`src/rtl/alu_issue_pkg.sv`:
```
// Shared opcodes, funct3 shift selectors and FSM state encoding for the ALU issue controller.
package alu_issue_pkg;

    localparam logic [6:0] OPCODE_OP     = 7'b0110011;
    localparam logic [6:0] OPCODE_OP_IMM = 7'b0010011;

    localparam logic [2:0] FUNCT3_SLL = 3'b001;
    localparam logic [2:0] FUNCT3_SRx = 3'b101;

    typedef enum logic [2:0] {
        IDLE,
        READ,
        ISSUE,
        WAIT,
        WB
    } state_t;

endpackage

```
`src/rtl/alu_issue_decode.sv`:
```
// Combinational decode of an OP/OP-IMM instruction into ALU funct fields, operands and rd.
module alu_issue_decode
    import alu_issue_pkg::*;
(
    input  logic [31:0] instr,
    input  logic [31:0] rs1_data,
    input  logic [31:0] rs2_data,
    output logic        legal,
    output logic [6:0]  funct7,
    output logic [2:0]  funct3,
    output logic [31:0] operand_0,
    output logic [31:0] operand_1,
    output logic [4:0]  rd
);

    always_comb begin
        legal     = 1'b0;
        funct7    = 7'b0;
        funct3    = instr[14:12];
        operand_0 = rs1_data;
        operand_1 = 32'b0;
        rd        = instr[11:7];
        case (instr[6:0])
            OPCODE_OP: begin
                legal     = 1'b1;
                funct7    = instr[31:25];
                operand_1 = rs2_data;
            end
            OPCODE_OP_IMM: begin
                legal     = 1'b1;
                operand_1 = {{20{instr[31]}}, instr[31:20]};
                // Only shift immediates carry a meaningful funct7 (SRAI vs SRLI).
                if (instr[14:12] == FUNCT3_SLL || instr[14:12] == FUNCT3_SRx) begin
                    funct7 = instr[31:25];
                end
            end
            default: begin
                legal = 1'b0;
            end
        endcase
    end

endmodule

```
`src/rtl/alu_issue.sv`:
```
// Issue/writeback controller: accepts one OP/OP-IMM instruction, reads operands, strobes the
// ALU, waits out its latency and emits a single-cycle register writeback.
module alu_issue
    import alu_issue_pkg::*;
#(
    parameter int unsigned ALU_LATENCY = 1
)
(
    input  logic        clock,
    input  logic        reset_n,
    input  logic        instr_valid,
    output logic        instr_ready,
    input  logic [31:0] instruction,
    output logic        illegal,
    output logic [4:0]  rs1_addr,
    output logic [4:0]  rs2_addr,
    input  logic [31:0] rs1_data,
    input  logic [31:0] rs2_data,
    output logic        alu_enable,
    output logic [6:0]  alu_funct7,
    output logic [2:0]  alu_funct3,
    output logic [31:0] alu_operand_0,
    output logic [31:0] alu_operand_1,
    input  logic [31:0] alu_destination,
    output logic        wb_valid,
    output logic [4:0]  wb_rd,
    output logic [31:0] wb_data,
    output logic        busy
);

    localparam int unsigned CNT_W = $clog2(ALU_LATENCY + 1);
    localparam logic [CNT_W-1:0] CNT_ONE  = CNT_W'(1);
    localparam logic [CNT_W-1:0] CNT_LOAD = CNT_W'(ALU_LATENCY);

    state_t state;
    state_t state_next;

    logic [31:0]      instr_q;
    logic [31:0]      instr_sel;
    logic [CNT_W-1:0] wait_cnt;
    logic             accept;
    logic             wait_done;

    logic        dec_legal;
    logic [6:0]  dec_funct7;
    logic [2:0]  dec_funct3;
    logic [31:0] dec_operand_0;
    logic [31:0] dec_operand_1;
    logic [4:0]  dec_rd;

    // In IDLE the decoder looks at the offered word so legality is known at the handshake.
    assign instr_sel = (state == IDLE) ? instruction : instr_q;

    alu_issue_decode u_decode (
        .instr     (instr_sel),
        .rs1_data  (rs1_data),
        .rs2_data  (rs2_data),
        .legal     (dec_legal),
        .funct7    (dec_funct7),
        .funct3    (dec_funct3),
        .operand_0 (dec_operand_0),
        .operand_1 (dec_operand_1),
        .rd        (dec_rd)
    );

    assign instr_ready = (state == IDLE);
    assign busy        = (state != IDLE);
    assign accept      = instr_valid && instr_ready;
    assign alu_enable  = (state == ISSUE);
    assign wb_valid    = (state == WB) && (wb_rd != 5'd0);
    assign wait_done   = (state == WAIT) && (wait_cnt == CNT_ONE);
    assign rs1_addr    = (state == IDLE) ? 5'd0 : instr_q[19:15];
    assign rs2_addr    = (state == IDLE) ? 5'd0 : instr_q[24:20];

    always_ff @(posedge clock or negedge reset_n) begin
        if (!reset_n) begin
            state <= IDLE;
        end else begin
            state <= state_next;
        end
    end

    always_comb begin
        state_next = state;
        case (state)
            IDLE: begin
                if (accept && dec_legal) begin
                    state_next = READ;
                end
            end
            READ:    state_next = ISSUE;
            ISSUE:   state_next = WAIT;
            WAIT: begin
                if (wait_done) begin
                    state_next = WB;
                end
            end
            WB:      state_next = IDLE;
            default: state_next = IDLE;
        endcase
    end

    always_ff @(posedge clock or negedge reset_n) begin
        if (!reset_n) begin
            instr_q <= 32'b0;
            illegal <= 1'b0;
        end else begin
            illegal <= accept && !dec_legal;
            if (accept) begin
                instr_q <= instruction;
            end
        end
    end

    // Operands are captured once in READ and held untouched through WB.
    always_ff @(posedge clock or negedge reset_n) begin
        if (!reset_n) begin
            alu_funct7    <= 7'b0;
            alu_funct3    <= 3'b0;
            alu_operand_0 <= 32'b0;
            alu_operand_1 <= 32'b0;
        end else if (state == READ) begin
            alu_funct7    <= dec_funct7;
            alu_funct3    <= dec_funct3;
            alu_operand_0 <= dec_operand_0;
            alu_operand_1 <= dec_operand_1;
        end
    end

    always_ff @(posedge clock or negedge reset_n) begin
        if (!reset_n) begin
            wait_cnt <= '0;
        end else if (state == ISSUE) begin
            wait_cnt <= CNT_LOAD;
        end else if (state == WAIT) begin
            wait_cnt <= wait_cnt - CNT_ONE;
        end
    end

    always_ff @(posedge clock or negedge reset_n) begin
        if (!reset_n) begin
            wb_data <= 32'b0;
            wb_rd   <= 5'b0;
        end else if (wait_done) begin
            wb_data <= alu_destination;
            wb_rd   <= dec_rd;
        end
    end

endmodule

```
`config.mk`:
```
export PLATFORM = sky130hd
export DESIGN_NAME = alu_issue
export DESIGN_NICKNAME = d
export VERILOG_FILES = /design/src/rtl/alu_issue_pkg.sv /design/src/rtl/alu_issue_decode.sv /design/src/rtl/alu_issue.sv
export SDC_FILE = /design/constraint.sdc
export NUM_CORES = 1
export LEC_CHECK = 0
export ABC_AREA = 1
export CAP_MARGIN = 20
export CORE_UTILIZATION = 40
export CTS_BUF_LIST = sky130_fd_sc_hd__clkbuf_8
export CTS_CLUSTER_DIAMETER = 150
export DETAILED_ROUTE_END_ITERATION = 8
export GPL_TIMING_DRIVEN = 0
export PLACE_DENSITY = 0.85
export SLEW_MARGIN = 20
export SYNTH_ARGS = -nofsm -noshare
export SYNTH_HDL_FRONTEND = slang
export SYNTH_SLANG_ARGS = --single-unit
```
`constraint.sdc`:
```
create_clock -name clock -period 1.4 [get_ports clock]
set_input_delay 0.28 -clock clock [delete_from_list [all_inputs] [get_ports clock]]
set_output_delay 0.28 -clock clock [all_outputs]
set_load 0.02 [all_outputs]
```
==> results.py <==
metrics = {
    "worst_setup_path": {
        "worstPathRequired_ns": 1.12,
        "crit-reg2reg-capture": "alu_operand_1[20]",
        "regToRegStartpoint": "state[1]",
        "critPathArrivalTime_ns": 1.65,
        "crit_fanout": 5,
        "crit_path_end_kind": "primary output",
        "critical_path_class": "reg2out",
        "worst-r2r-setup-slack_ns": -0.51,
        "start_kind": "flop",
        "cells_on_worst_reg2reg_path": 13,
    },
    "worst_hold_path": {
        "hold-path-cell-count": 3,
        "worstHoldEndpoint": "wb_data[7]",
        "timing.hold.worst.start": "alu_destination[7]",
        "timing.hold.worst.class": "in2reg",
    },
    "die": {
        "design.portCount": 257,
        "coreArea_sq_um": 15370,
        "die_y_um": 128.3,
        "num_rows": 45,
        "design.die.area_sq_um": 16460,
        "initial_utilization": 0.4151,
        "die-width_um": 128.3,
    },
    "sta": {
        "final.setup.worst_slack_ns": -0.5348,
        "number_of_failing_hold_endpoints_at_the_final_stage": 0,
        "min_period_over_period": 1.382,
        "final_max_slew_viol_count": 0,
        "worst_clock_skew_ns": 0.01421,
        "timing.max_slew.rel_slack": 0.5758,
        "timing.fmax_mhz": 516.9,
        "setup_tns_ns": -48.75,
        "worstMarginPinSlew_ns": 0.6364,
        "worst_hold_slack_after_final_layout_ns": 0.3489,
        "min_period_ns": 1.935,
        "finalSetupViolCount": 162,
        "rsz0062_at_grt": "yes",
    },
    "final_layout": {
        "layout_common_cells": "sky130_fd_sc_hd__nand2_1 (321), sky130_fd_sc_hd__dfrtp_1 (145), sky130_fd_sc_hd__clkdlybuf4s50_1 (129)",
        "final.fill_count": 1143,
        "multi_input_comb_area_sq_um": 2721,
        "post_route_non_filler_standard_cell_count": 1313,
        "register_area_sq_um": 3707,
        "final_nets": 1220,
        "mostFrequentLayoutCell": "sky130_fd_sc_hd__nand2_1",
        "final_layout_size_suffix_gt1_frac": 0.3557,
        "antenna-diode-count": 0,
        "area_delta_synth_final_pct": 69.61,
    },
    "grt": {
        "first_global_vias": 6638,
        "grt_start_max_net_pins": 82,
        "grtUsageTotal": 0.2744,
        "antenna_found_initial": 0,
        "global_route_wire_length_before_repair_um": 34000,
        "grt-ovfl-total": 0,
    },
    "power_and_ir_drop": {
        "irDropWorstVdd_mv": 1.286,
        "power.density_nw_per_um2": 2376,
        "p_leak_nw": 5.671,
    },
    "detailed_routing": {
        "routed_wire_length_per_instance_um": 17.64,
        "post_drt_via_cell_ratio": 4.888,
        "route.vias.total": 6418,
        "wirelength_um": 23170,
        "drt_first_iter_violations": 273,
        "drt_drc_violations_left": 0,
        "antenna_left": 0,
        "detail_route.first_pass.iterations": 4,
    },
    "placement": {
        "placed_cells": 1208,
        "dpl.hpwl_um": 14150,
        "gpl.final_weighted_congestion": 0.7855,
        "number_of_i_o_port_buffers": 256,
    },
    "synth": {
        "post_synth.cell_area_avg_sq_um": 8.623,
        "synth_sequential_area_ratio": 0.5804,
        "yosys.cell_types.count": 25,
        "synth_nets": 871,
        "synth_warnings": 0,
        "synth_cells": 740,
        "post_synthesis_cell_area_sq_um": 6381,
        "ys_ff_latch": 148,
    },
    "status": {
        "failed_checks": "negative setup slack",
        "run_status": "finished with violations",
    },
    "flow_run": {
        "cap_violations": 0,
    },
    "clock_tree": {
        "cts_buffers": 17,
        "deepest_clock_path_buffer_count": 2,
        "cts_tree": "yes",
        "tritoncts_num_sinks": 148,
        "cts-root-buf": "sky130_fd_sc_hd__clkbuf_8",
        "worst_setup_hold_path_clk_slew_ns": 0.09,
        "clock_network_latency_to_the_later_pin_of_the_worst_skew_pair_ns": 0.45,
        "ctsHtreeMaxLevel": 4,
    },
}
[kinds of logic (layout without fill, tap and decap cells)]
logic type / Yosys count / after routing / share of synthesized area
AND/OR/NAND/NOR: 450 / 450 / 0.2943
flip-flops: 148 / 148 / 0.5804
AO/OA/AOI/OAI: 38 / 38 / 0.03098
buffers and inverters: 87 / 449 / 0.06431
multiplexers: 17 / 17 / 0.03000
[cells in the mapped netlist]
cell	number	area, sq um
sky130_fd_sc_hd__nor2_2	1	6.260
sky130_fd_sc_hd__buf_2	13	65.06
sky130_fd_sc_hd__nand2_4	1	11.26
sky130_fd_sc_hd__a21oi_1	8	40.04
sky130_fd_sc_hd__o311ai_0	1	8.760
sky130_fd_sc_hd__nor3_2	1	10.01
sky130_fd_sc_hd__inv_1	42	157.7
sky130_fd_sc_hd__nor2_1	26	97.59
sky130_fd_sc_hd__nor2_8	3	60.06
sky130_fd_sc_hd__a21oi_2	1	8.760
sky130_fd_sc_hd__nand3_1	41	205.2
sky130_fd_sc_hd__buf_4	4	30.03
sky130_fd_sc_hd__clkbuf_1	13	48.80
sky130_fd_sc_hd__nand4_1	19	118.9
sky130_fd_sc_hd__dfrtp_1	148	3704
sky130_fd_sc_hd__o21ai_0	22	110.1
sky130_fd_sc_hd__buf_6	7	78.83
sky130_fd_sc_hd__mux2_2	17	191.4
sky130_fd_sc_hd__nand3b_1	1	7.510
sky130_fd_sc_hd__nand3_2	1	10.01
sky130_fd_sc_hd__buf_1	2	7.510
sky130_fd_sc_hd__o21ai_1	6	30.03
sky130_fd_sc_hd__nand2_2	6	37.54
sky130_fd_sc_hd__inv_2	6	22.52
sky130_fd_sc_hd__nand2_1	350	1314
[layer usage]
| layer | GRT usage | share of wire | up-vias |
|---|---|---|---|
| li1 | - | - | 3010 |
| met1 | 0.2929 | 0.36 | 3048 |
| met5 | 0 | 0 | - |
| met2 | 0.4849 | 0.52 | 306 |
| met4 | 0.1356 | 0.033 | 0 |
| met3 | 0.09265 | 0.086 | 54 |
[worst max-delay path by stage]
stage               depth (start not counted)                end  slack, ns  startpoint
floorplan                                  12  alu_operand_1[28]      -0.08    state[0]
global placement                            1           state[1]      -6.53     reset_n
global route                                8        rs2_addr[3]      -0.61    state[1]
CTS                                         9        rs1_addr[2]      -0.60    state[0]
finish                                      8        rs1_addr[2]      -0.53    state[1]
detailed placement                          6        instr_ready      -0.69    state[2]
[power breakdown]
part	leakage [nW]	total [W]	internal, W	switching (W)
registers	1.86	0.00707	0.00601	0.00106
clock network	0.221	0.00372	0.00204	0.00168
logic	3.59	0.0149	0.00676	0.00817
total	5.67	0.0257	0.0148	0.0109
[per-stage QoR]
step	worst slack [ns]	power [W]	utilization	cell area, sq um
2_1_floorplan	-0.08368	0.01344	-	6474
3_3_place_gp	-6.531	0.01813	0.6050	9300
3_5_place_dp	-0.6901	0.01842	0.6072	9333
4_1_cts	-0.5957	0.02456	0.6842	10520
5_1_grt	-0.6110	0.02716	0.7041	10820
6_report	-0.5348	0.02572	0.7041	10820
[worst max-delay path: stages, from the launching register on]
cell and delay (ns):
sky130_fd_sc_hd__dfrtp_2 0.45, sky130_fd_sc_hd__nor2_8 0.13, sky130_fd_sc_hd__nand2_4 0.06, sky130_fd_sc_hd__inv_4 0.06, sky130_fd_sc_hd__buf_8 0.12, sky130_fd_sc_hd__buf_12 0.11, sky130_fd_sc_hd__buf_12 0.11, sky130_fd_sc_hd__nor2_2 0.04
sky130_fd_sc_hd__buf_6 0.12
[final cells by class]
| class | instances | area share |
|---|---|---|
| multi-input combinational | 505 | 0.2514 |
| clock inverter | 13 | 0.01676 |
| sequential | 148 | 0.3425 |
| clock buffer | 19 | 0.02416 |
| buffer | 37 | 0.04913 |
| timing repair buffer | 332 | 0.2733 |
| inverter | 48 | 0.01827 |
| tap | 211 | 0.02439 |
[sequential cells by signal (all words and copies together) (netlist names)]
| signal | count |
|---|---|
| alu_operand_0 | 32 |
| alu_operand_1 | 32 |
| instr_q | 32 |
| wb_data | 32 |
| alu_funct7 | 7 |
| wb_rd | 5 |
| alu_funct3 | 3 |
| state | 3 |
| illegal | 1 |
| wait_cnt | 1 |
[repair_timing]
action,CTS,global route
pin swaps,13,50
gates cloned,17,7
hold buffers,1,0
setup endpoints to repair,270,179
hold endpoints to repair,80,0
gates resized for setup,708,76
setup buffers,38,13
Note: power is estimated with default switching activity, not from simulation.
